==> src/rtl/sd_meter_pkg.sv <==
// Shared definitions for the sigma-delta density meter: FSM state encodings
// and the count-width derivation.
package sd_meter_pkg;

  localparam logic [0:0] ST_PRIME = 1'b0;
  localparam logic [0:0] ST_RUN   = 1'b1;

  // Count must hold 0..2^win_log2 inclusive, hence one extra bit.
  function automatic int unsigned acc_width(input int unsigned win_log2);
    return win_log2 + 1;
  endfunction

endpackage

==> src/rtl/sd_density_ch.sv <==
// One density channel: window accumulator, last-window sample register and
// hysteresis level flop.
module sd_density_ch
  import sd_meter_pkg::*;
#(
  parameter int unsigned ACC_W = 9
) (
  input  logic             clk,
  input  logic             rst,
  input  logic             en,
  input  logic             clear,
  input  logic             first,
  input  logic             upd,
  input  logic             sig,
  input  logic [ACC_W-1:0] thr_hi,
  input  logic [ACC_W-1:0] thr_lo,
  output logic [ACC_W-1:0] sample,
  output logic             level
);

  logic [ACC_W-1:0] acc;
  logic [ACC_W-1:0] count_c;

  assign count_c = acc + ACC_W'(sig);

  // First cycle of a window loads the bit so nothing carries over.
  always_ff @(posedge clk) begin
    if (rst) begin
      acc <= '0;
    end else if (clear) begin
      acc <= '0;
    end else if (en) begin
      acc <= first ? ACC_W'(sig) : count_c;
    end
  end

  // Set threshold is checked first so it wins when the thresholds overlap.
  always_ff @(posedge clk) begin
    if (rst) begin
      sample <= '0;
      level  <= 1'b0;
    end else if (upd) begin
      sample <= count_c;
      if (count_c >= thr_hi) begin
        level <= 1'b1;
      end else if (count_c <= thr_lo) begin
        level <= 1'b0;
      end
    end
  end

endmodule

==> src/rtl/sd_density_meter.sv <==
// Multi-channel sigma-delta bitstream density meter with a shared window
// phase counter, optional discard of the first window, and hysteresis levels.
module sd_density_meter
  import sd_meter_pkg::*;
#(
  parameter int unsigned N_CH     = 1,
  parameter int unsigned WIN_LOG2 = 8,
  parameter int unsigned PRIME    = 1
) (
  input  logic                           clk,
  input  logic                           rst,
  input  logic                           en,
  input  logic                           clear,
  input  logic [N_CH-1:0]                sig,
  input  logic [WIN_LOG2:0]              thr_hi,
  input  logic [WIN_LOG2:0]              thr_lo,
  output logic [N_CH*(WIN_LOG2+1)-1:0]   sample,
  output logic                           sample_valid,
  output logic [N_CH-1:0]                level,
  output logic                           priming
);

  localparam int unsigned ACC_W = acc_width(WIN_LOG2);
  localparam logic [0:0]  ST_RESET = (PRIME != 0) ? ST_PRIME : ST_RUN;

  logic [WIN_LOG2-1:0] phase;
  logic [0:0]          state;
  logic [0:0]          next_state;
  logic                close_c;
  logic                upd_c;
  logic                first_c;

  assign first_c = (phase == '0);
  assign close_c = en && !clear && (phase == '1);
  assign upd_c   = close_c && (state == ST_RUN);
  assign priming = (state == ST_PRIME);

  // Shared window phase; clear restarts the window.
  always_ff @(posedge clk) begin
    if (rst) begin
      phase <= '0;
    end else if (clear) begin
      phase <= '0;
    end else if (en) begin
      phase <= phase + WIN_LOG2'(1);
    end
  end

  always_ff @(posedge clk) begin
    if (rst) begin
      state <= ST_RESET;
    end else begin
      state <= next_state;
    end
  end

  always_comb begin
    next_state = state;
    if ((state == ST_PRIME) && close_c) begin
      next_state = ST_RUN;
    end
  end

  always_ff @(posedge clk) begin
    if (rst) begin
      sample_valid <= 1'b0;
    end else begin
      sample_valid <= upd_c;
    end
  end

  for (genvar k = 0; k < N_CH; k++) begin : g_ch
    sd_density_ch #(
      .ACC_W (ACC_W)
    ) u_ch (
      .clk    (clk),
      .rst    (rst),
      .en     (en),
      .clear  (clear),
      .first  (first_c),
      .upd    (upd_c),
      .sig    (sig[k]),
      .thr_hi (thr_hi),
      .thr_lo (thr_lo),
      .sample (sample[k*ACC_W +: ACC_W]),
      .level  (level[k])
    );
  end

endmodule

==> config.mk <==
export PLATFORM = sky130hd
export DESIGN_NAME = sd_density_meter
export DESIGN_NICKNAME = d
export VERILOG_FILES = /design/src/rtl/sd_meter_pkg.sv /design/src/rtl/sd_density_ch.sv /design/src/rtl/sd_density_meter.sv
export SDC_FILE = /design/constraint.sdc
export NUM_CORES = 1
export LEC_CHECK = 0
export ABC_AREA = 1
export CORE_MARGIN = 2
export CORE_UTILIZATION = 47
export DETAILED_ROUTE_END_ITERATION = 10
export HOLD_SLACK_MARGIN = 0.03
export PLACE_DENSITY = 0.76
export RECOVER_POWER = 25
export SYNTH_ARGS = -nofsm -noshare
export SYNTH_HDL_FRONTEND = slang
export SYNTH_SLANG_ARGS = --single-unit
export TNS_END_PERCENT = 10
==> constraint.sdc <==
create_clock -name clk -period 2 [get_ports clk]
set_input_delay 0.2 -clock clk [delete_from_list [all_inputs] [get_ports clk]]
set_output_delay 0.2 -clock clk [all_outputs]
set_load 0.1 [all_outputs]
==> impl.org, run 1 <==
** Status
- The run finished, with violations left.
- Failing checks :: negative setup slack

** Floorplan
- The core region is 3940 um2.
- Row generation in the floorplan step produced 23 rows.
- Die height :: 67.7 um
- Overall die area :: 4590 um2
- From left edge to right edge, the die measures 67.7 um.
- Boundary Pins :: 35
- Starting density of the core :: 48.4%

** Worst hold path
- The worst hold path passes through 2 cells.
- Path type of the worst min-delay path :: register to register

** Finish
- Post-layout util :: 68.9%
- Compared with the post-synthesis result, the final layout area differs by 42.3%.
- Top library cells by usage in the layout, fill and taps aside :: nand2_1, inv_1, dfxtp_1, buf_4, nor2_1
- # diodes :: 0
- Final #Nets :: 383
- The count of cells in the finished layout, fillers not included, comes to 388.
- Cells with a size suffix above 1 make up 26.0% of the layout.
- Most common cell after layout, fill and taps aside :: nand2_1

** Worst setup path
- At the worst endpoint, the arrival time is 2.23 ns.
- Data required time of the critical path :: 2.18 ns
- The critical path is of the register to register type.
- STA classifies the critical path endpoint as a register.
- The worst setup path is launched from a register.
- Largest fanout on the critical path :: 6
- Measured in cells, the most critical reg-to-reg path has a length of 13.

** CTS
- The root buffer cell chosen for the clock tree is clkbuf_8.
- Clock latency at the later pin of the worst-skew pair :: 0.29 ns
- The clock net in this run drives a total of 29 sinks.
- Clock transition time at the flip-flop clock pins of the worst setup and hold paths :: 0.06 ns
- TritonCTS built the clock tree.
- The longest clock path from root to sink contains 2 buffers.
- Number of buffers created by CTS :: 5
- The number of hold buffers added after CTS was 0.
- The clock tree synthesis step divided the H-tree into 2 levels.

** Drt
- For this block, the routed nets add up to 5.04 mm of wire.
- WL/cell :: 13.0 um
- In this run the remaining antenna-violating nets after routing total 0.
- Residual DRC count :: 0
- The pre-antenna-repair detailed-routing pass consisted of 4 iterations.
- Number of vias per cell after detailed routing :: 5.04
- Summing over every cut layer, the via total after detailed routing is 1956.
- In this run, the number of DRC markers left after iteration 0 of detailed routing was 94.

** Timing
- Across all setup checks in the final design, the least slack found is -0.0462 ns.
- The routed design could run at a clock period as short as 2.05 ns.
- Final Skew :: 0.00452 ns
- Setup violations remaining at the end of the flow were counted as 1.
- Unrepaired setup endpoints after global routing :: yes
- Maximum clock rate :: 489 MHz
- Worst slew margin relative to its limit :: 22.6%
- The final critical path takes up 102% of the cycle.
- Final Hold Violating Endpoints :: 0
- Worst slew pin tran :: 1.17 ns
- The max-slew violation count was 0.

** Placed design
- In this run, placement finished with an instance count of 371.
- Timing analysis after detailed placement gives a worst setup slack of -0.493 ns.
- The congestion estimate from routability-driven global placement came to 0.878.
- Count of buffers inserted at the top-level ports :: 34
- Detailed placement ended at an HPWL of 3.32 mm.

** Global routing
- The number of antenna violations at the first check in global routing came to 0.
- The total overflow left after global routing is 0.
- Global-route wire length before repair :: 7.18 mm
- Largest net degree at the start of global routing :: 15
- In the global route stage, overall resource usage came out at 21.2%.
- The via count of the first global-routing pass came to 1713.

** Pwr
- Pwr per Cell Area :: 471 nW/um2
- IR analysis of the VDD net gives a maximum drop of 405 uV.
- Leak pwr :: 1.22 nW

** Synthesis
- Netlist Area Pre-Place :: 1910 um2
- Synthesis produced a netlist whose cell count is 279.
- Synthesized net count :: 325
- Post-synthesis average cell area :: 6.84 um2
- Counting flops and latches in the post-synthesis netlist gives 29.
- Sequential share of the synthesized area :: 30.4%
- Synthesis instantiated 30 different standard cells from the library.
- Total number of yosys warnings :: 0

** Job
- The tool flagged a number of max-cap violations equal to 0.
-- kinds of logic after synthesis --
group,after synthesis,share of synthesized area (%)
buffers and inverters,54,11.4
xor gates and xnor gates,3,1.38
and+or+nand+nor,136,32.2
AOI/OAI and AO/OA,34,9.50
DFF,29,30.4
adders and majority gates,23,15.1
-- Yosys cell counts, drive strengths merged --
cell type | count | share of area (%)
a21o | 2 | 0.79
a21oi | 23 | 6.2
a31oi | 2 | 0.66
buf | 4 | 1.5
clkbuf | 1 | 0.20
clkinv | 2 | 0.46
dfxtp | 29 | 30
ha | 23 | 15
inv | 47 | 9.2
nand2 | 76 | 15
nand3 | 15 | 3.9
nand3b | 1 | 0.39
nand4 | 5 | 2.0
nor2 | 31 | 7.4
nor3 | 7 | 2.9
nor3b | 1 | 0.39
o21ai | 7 | 1.8
xor2 | 3 | 1.4
-- repair_timing --
action,in CTS,in global routing
buffers inserted,5,5
pin swaps,2,12
gates resized for setup,9,33
endpoints found under the setup margin,1,1
-- stage by stage --
| stage | instance area [um2] | power, mW | hold slack [ns] | setup TNS, ns |
|---|---|---|---|---|
| after floorplan | 1910 | 0.663 | 0.343 | 0 |
| after global placement | 2350 | 0.729 | 0.453 | -0.412 |
| after detailed placement | 2350 | 0.730 | 0.458 | -0.493 |
| after CTS | 2520 | 1.27 | 0.468 | 0 |
| after global routing | 2720 | 1.33 | 0.490 | -0.226 |
| final | 2720 | 1.28 | 0.466 | -0.0462 |
-- worst paths after layout --
kind | slack (ns) | to | from
max | -0.05 | g_ch[0].u_ch.level | g_ch[0].u_ch.acc[3]
min | 0.47 | g_ch[0].u_ch.sample[2] | g_ch[0].u_ch.sample[2]
max reg2reg | -0.05 | g_ch[0].u_ch.level | g_ch[0].u_ch.acc[3]
min reg2reg | 0.47 | g_ch[0].u_ch.sample[2] | g_ch[0].u_ch.sample[2]
-- worst max-delay path, cell delays in order, from the launching register on --
cell	delay (ns)
dfxtp_1	0.50
nand2_1	0.13
nor3_2	0.16
nand2_1	0.09
nand2_1	0.10
nand2_2	0.10
ha_4	0.29
nand2_4	0.06
nor2_4	0.13
nand4_1	0.11
nand2_1	0.09
nand2_1	0.06
nand2_1	0.07
nand2_1	0.05
-- area by class of cell --
cell class                      count  area (um2)
Clock inverter                      1        5.00
Timing Repair Buffer               56         450
Tap cell                           50        62.6
Fill cell                         319        1220
Clock buffer                        7        96.3
Sequential cell                    29         584
Multi-Input combinational cell    196        1330
Inverter                           49         190
-- state kept, by name, summed over array words and instances, names as in the netlist --
register          count
g_ch.u_ch.acc         9
g_ch.u_ch.sample      9
phase                 8
g_ch.u_ch.level       1
sample_valid          1
state                 1
-- report_power, final --
| group | total, mW | leakage (nW) | internal [mW] | switching [mW] |
|---|---|---|---|---|
| clock network | 0.540 | 0.0542 | 0.310 | 0.229 |
| logic | 0.156 | 0.933 | 0.0776 | 0.0788 |
| registers | 0.583 | 0.235 | 0.580 | 0.00229 |
| total | 1.28 | 1.22 | 0.968 | 0.310 |
-- per-layer routing --
layer | track usage (%) | routed length (um)
met1 | 24.0 | 2060
met2 | 36.8 | 2560
met3 | 6.50 | 340
met4 | 8.42 | 82
met5 | 0 | 0
Power figures use the tool's default switching activity.
==> run 2, diff against run 1 <==
--- a/config.mk
+++ b/config.mk
@@ -6,6 +6,7 @@
 export NUM_CORES = 1
 export LEC_CHECK = 0
 export ABC_AREA = 1
+export CAP_MARGIN = 20
 export CORE_MARGIN = 2
 export CORE_UTILIZATION = 47
 export DETAILED_ROUTE_END_ITERATION = 10
==> results of run 2 <==
Final layout, timing and power as in run 1 (identical DEF).
==> run 3, diff against run 2 <==
--- a/config.mk
+++ b/config.mk
@@ -13,7 +13,9 @@
 export HOLD_SLACK_MARGIN = 0.03
 export PLACE_DENSITY = 0.76
 export RECOVER_POWER = 25
+export SETUP_SLACK_MARGIN = 0.4
 export SYNTH_ARGS = -nofsm -noshare
 export SYNTH_HDL_FRONTEND = slang
+export SYNTH_HIERARCHICAL = 1
 export SYNTH_SLANG_ARGS = --single-unit
 export TNS_END_PERCENT = 10
==> constraint.sdc (replaced) <==
create_clock -name clk -period 1.8 [get_ports clk]
set_input_delay 0.18 -clock clk [delete_from_list [all_inputs] [get_ports clk]]
set_output_delay 0.18 -clock clk [all_outputs]
set_load 0.1 [all_outputs]
==> impl.org, run 3 <==
** CTS
- TritonCTS built the clock tree.
- The clock tree buffer depth came to 2 (unchanged).
- Clock transition time at the flip-flop clock pins of the worst setup and hold paths :: 0.07 ns (about the same)
- The tree is rooted in a clkbuf_8.
- Hold bufs inserted after CTS :: 0 (unchanged)
- The clock sink total was 29 (unchanged).
- H-tree depth :: 2 (unchanged)
- The source-to-sink clock delay at the later pin of the worst-skew pair came to 0.29 ns (about the same).
- Number of buffers created by CTS :: 5 (unchanged)

** Global routing
- Antenna violations before repair :: 0 (unchanged)
- The pin count of the biggest net entering global routing is 19 (+4).
- The via count of the first global-routing pass is 1790 (+4.5%).
- The total routing usage reported by global routing is 23.3% (+2.1 points).
- The overall overflow remaining after global route came to 0 (unchanged).
- The first-pass GRT wire length came to 7.76 mm (+8.1%).

** Synthesis
- Top cells by area in the synthesized netlist :: dfxtp_1, ha_1, nand2_1
- Synthesis-stage register bit count :: 29 (unchanged)
- For this run, the leading register cell type out of synthesis is dfxtp_1.
- Netlist Area Pre-Place :: 1890 um2 (-0.98%)
- Sequential share of the synthesized area :: 30.7% (+0.30 points)
- Share of async-settable or async-resettable flops after synthesis :: 0% (unchanged)
- XOR/XNOR Fraction of Synth Area :: 0.927% (-0.45 points)
- In the synthesized netlist, the cells that appear most often are nand2_1, inv_1, dfxtp_1, a21oi_1.
- The simple logic cell fraction of the synthesized area came to 29.6% (-2.7 points).
- Library cell occupying the most area in the post-synthesis netlist :: dfxtp_1
- Most common cell in the synthesized netlist :: nand2_1
- The instance count of the mapped netlist was 271 (-2.9%).
- Total number of yosys warnings :: 6 (+6)
- By area, the combinational part of the netlist is dominated by simple AND/OR/NAND/NOR gates.
- The adder and majority cell fraction of the synthesized area was 15.2% (+0.15 points).
- Multiplexer fraction of the synthesized cell area :: 0% (unchanged)
- The number of flops mapped to enable cells by yosys came to 0 (unchanged).
- Share of Yosys cell area claimed by the top area cell type :: 30.7% (+0.30 points)
- The post-synthesis average cell area came to 6.98 um2 (+1.9%).
- Synthesized net count :: 317 (-2.5%)
- Synth cell types :: 29 (-3.3%)
- Compound-gate portion of the synthesized area :: 13.4% (+3.9 points)

** Placed design
- The HPWL after detailed placement is 3.58 mm (+7.8%).
- Number of cells after detailed placement :: 382 (+3.0%)
- Routability-driven placement congestion ratio :: 0.871 (-0.83%)
- Count of buffers inserted at the top-level ports :: 34 (unchanged)

** Worst hold path
- Path type of the worst min-delay path :: primary input to register

** Floorplan
- Boundary Pins :: 35 (unchanged)
- Die height :: 67.4 um (-0.47%)
- The core area is 3940 um2 (unchanged).
- The number of placement rows was 23 (unchanged).
- Width of the die :: 67.4 um (-0.47%)
- Overall die area :: 4550 um2 (-0.93%)
- Starting density of the core :: 48.0% (-0.48 points)

** Job
- The max capacitance violation total was 0 (unchanged).

** Drt
- The count of routing violations after the opening detailed-route iteration was 80 (-15%).
- The final routed wire length divided by cell count is 12.1 um (-7.1%).
- The aggregate routed wire length came to 4.72 mm (-6.4%).
- The number of vias in the routed layout was 1890 (-3.4%).
- Residual DRC count :: 0 (unchanged)
- The count of antenna-violating nets left after detailed routing came to 0 (unchanged).
- Number of vias per cell after detailed routing :: 4.83 (-4.1%)
- Number of detailed-routing iterations run before antenna repair :: 4 (unchanged)

** Timing
- Finish-stage setup viols :: 1 (unchanged)
- Final sum of negative setup slack :: -0.218 ns (-0.172 ns)
- Count of final max-slew check failures :: 0 (unchanged)
- Unrepaired setup endpoints after global routing :: yes
- The fraction of the cycle the final worst path needs came to 112% (+9.8 points).
- Slack of the critical path :: -0.218 ns (-0.172 ns)
- Worst slew margin relative to its limit :: 63.9% (+41 points)
- Final Hold Violating Endpoints :: 0 (unchanged)
- Final critical path time including I/O delays and setup :: 2.02 ns (-0.0281 ns)
- Maximum clock rate :: 496 MHz (+1.4%)
- Final Skew :: 0.00916 ns (+0.00464 ns)
- The transition time at the pin with the least slew margin was 0.544 ns (-0.622 ns).

** Worst setup path
- The endpoint arrival time on the critical path is 2.25 ns (+0.02 ns).
- The count of buffer and inverter cells on the critical path was 2 (+2).
- Startpoint type of the worst setup path :: register
- Data required time of the critical path :: 2.03 ns (-0.15 ns)
- The highest fanout seen on the critical path was 3 (-3).
- The worst setup path is captured at a register.
- Type of the worst setup path :: register to register
- The register-to-register setup slack came to -0.22 ns (-0.17 ns).
- Cell-by-cell trace of the critical path :: ha_4, ha_4, nand3_4, inv_2, a21o_1, nand2_2, inv_2, ha_4, nand2_4, nor2_4, nand3b_1, nand3_1, nand2_1, nand2_1, nand2_1, a21oi_1
- Cell with the largest stage delay on the worst path :: dfxtp_2
- The largest stage delay on the critical path is 0.34 ns (-0.16 ns).
- Kind of cell adding the most delay to the critical path :: simple AND/OR/NAND/NOR gates

** Pwr
- Peak supply drop :: 573 uV (+42%)
- The switching power as a share of total power was 25.2% (+0.89 points).
- The combinational fraction of design power was 13.1% (+0.9 points).
- Clk network pwr share :: 39.0% (-3.2 points)
- Pwr per Cell Area :: 476 nW/um2 (+1.3%)
- Leak pwr :: 1.27 nW (+3.6%)
- The part of the total power dissipated in sequential elements was 47.9% (+2.3 points).
- The internal power contribution is 1.01 mW (+4.2%).
- The switching power came to 339 uW (+9.3%).

** Finish
- Final Instance Count excl. Fillers :: 391 (+0.77%)
- The filler cell count in the final layout came to 298 (-6.6%).
- The library cells used most frequently in the layout, excluding fill and tap cells, are nand2_1, inv_1, buf_4, dfxtp_1, a21oi_1.
- Layout area overhead :: 49.6%
- The number of diodes added for antenna fixing came to 0 (unchanged).
- In the final layout, the registers with the most flip-flops are g_ch.u_ch/acc: 9 flops, g_ch.u_ch/sample: 9 flops, phase: 8 flops.
- Share of post-route cells with drive strength above 1 :: 33.7% (+7.7 points)
- Most common cell after layout, fill and taps aside :: nand2_1
- The count of nets after finishing was 386 (+0.78%).
- Post-layout util :: 71.8% (+2.8 points)

** Status
- Failing checks :: negative setup slack
- Outcome :: finished with violations
-- run 3: cell types whose count changed after synthesis, moves of 4 or more --
| cell | delta |
|---|---|
| nand3_1 | -9 |
| o21ai_0 | +9 |
| nand2_1 | -8 |
| inv_2 | +5 |
| a21oi_1 | +4 |
| inv_1 | -4 |
-- run 3: worst reg2reg max path, stage by stage, from the launching register on --
cell and delay (ns):
dfxtp_2 0.34, ha_4 0.16, ha_4 0.16, nand3_4 0.08, inv_2 0.05, a21o_1 0.16
nand2_2 0.07, inv_2 0.06, ha_4 0.28, nand2_4 0.06, nor2_4 0.13, nand3b_1 0.09
nand3_1 0.07, nand2_1 0.05, nand2_1 0.06, nand2_1 0.04, a21oi_1 0.10
-- run 3: stage by stage --
| step | power, mW | hold WS [ns] | setup slack (ns) | cell area [um2] |
|---|---|---|---|---|
| 2_1_floorplan | 0.730 | 0.242 | -0.153 | 1960 |
| 3_3_place_gp | 0.815 | 0.457 | -0.645 | 2570 |
| 3_5_place_dp | 0.818 | 0.462 | -0.713 | 2570 |
| 4_1_cts | 1.37 | 0.443 | -0.217 | 2790 |
| 5_1_grt | 1.42 | 0.467 | -0.370 | 2830 |
| 6_report | 1.35 | 0.439 | -0.218 | 2830 |
-- run 3: cells by family after synthesis --
kind of cell	Yosys count
xor gates and xnor gates	2
buffers and inverters	51
adders and majority gates	23
DFF	29
and+or+nand+nor	120
AOI/OAI and AO/OA	46
-- run 3: final cells by class --
| class | count | area (um2) | area share (%) |
|---|---|---|---|
| clock buffers | 8 | 80.1 | 2.83 |
| well taps | 50 | 62.6 | 2.21 |
| flip-flops and latches | 29 | 589 | 20.8 |
| repair buffers | 65 | 551 | 19.5 |
| inverters | 48 | 188 | 6.63 |
| multi-input cells | 191 | 1360 | 48.0 |
-- run 3: worst paths after layout --
kind / from / endpoint / cells past startpoint
max: g_ch[0].u_ch/acc[0] / g_ch[0].u_ch/level / 16
min: sig / g_ch[0].u_ch/acc[0] / 5
max reg2reg: g_ch[0].u_ch/acc[0] / g_ch[0].u_ch/level / 16
min reg2reg: g_ch[0].u_ch/acc[7] / g_ch[0].u_ch/acc[7] / 2
-- run 3: metal layers --
metal	vias to the layer above	wire, um	track usage [%]
met5	-	0	0
met4	0	63	8.42
met3	7	184	7.00
met2	28	2350	39.1
met1	853	2120	28.2
li1	1002	-	-
-- run 3: what timing repair did --
item                       4_1_cts  5_1_grt
setup endpoints to repair       19       19
pin swaps                       31       23
gates resized for setup         28       18
setup buffers                    1        0
-- run 3: power groups by stage --
stage          registers, mW  clock network (mW)  logic, mW
5_1_grt                0.646               0.574      0.195
4_1_cts                0.647               0.546      0.172
6_report               0.646               0.525      0.176
3_5_place_dp           0.660                   0      0.158
2_1_floorplan          0.661                   0     0.0696
3_3_place_gp           0.660                   0      0.154
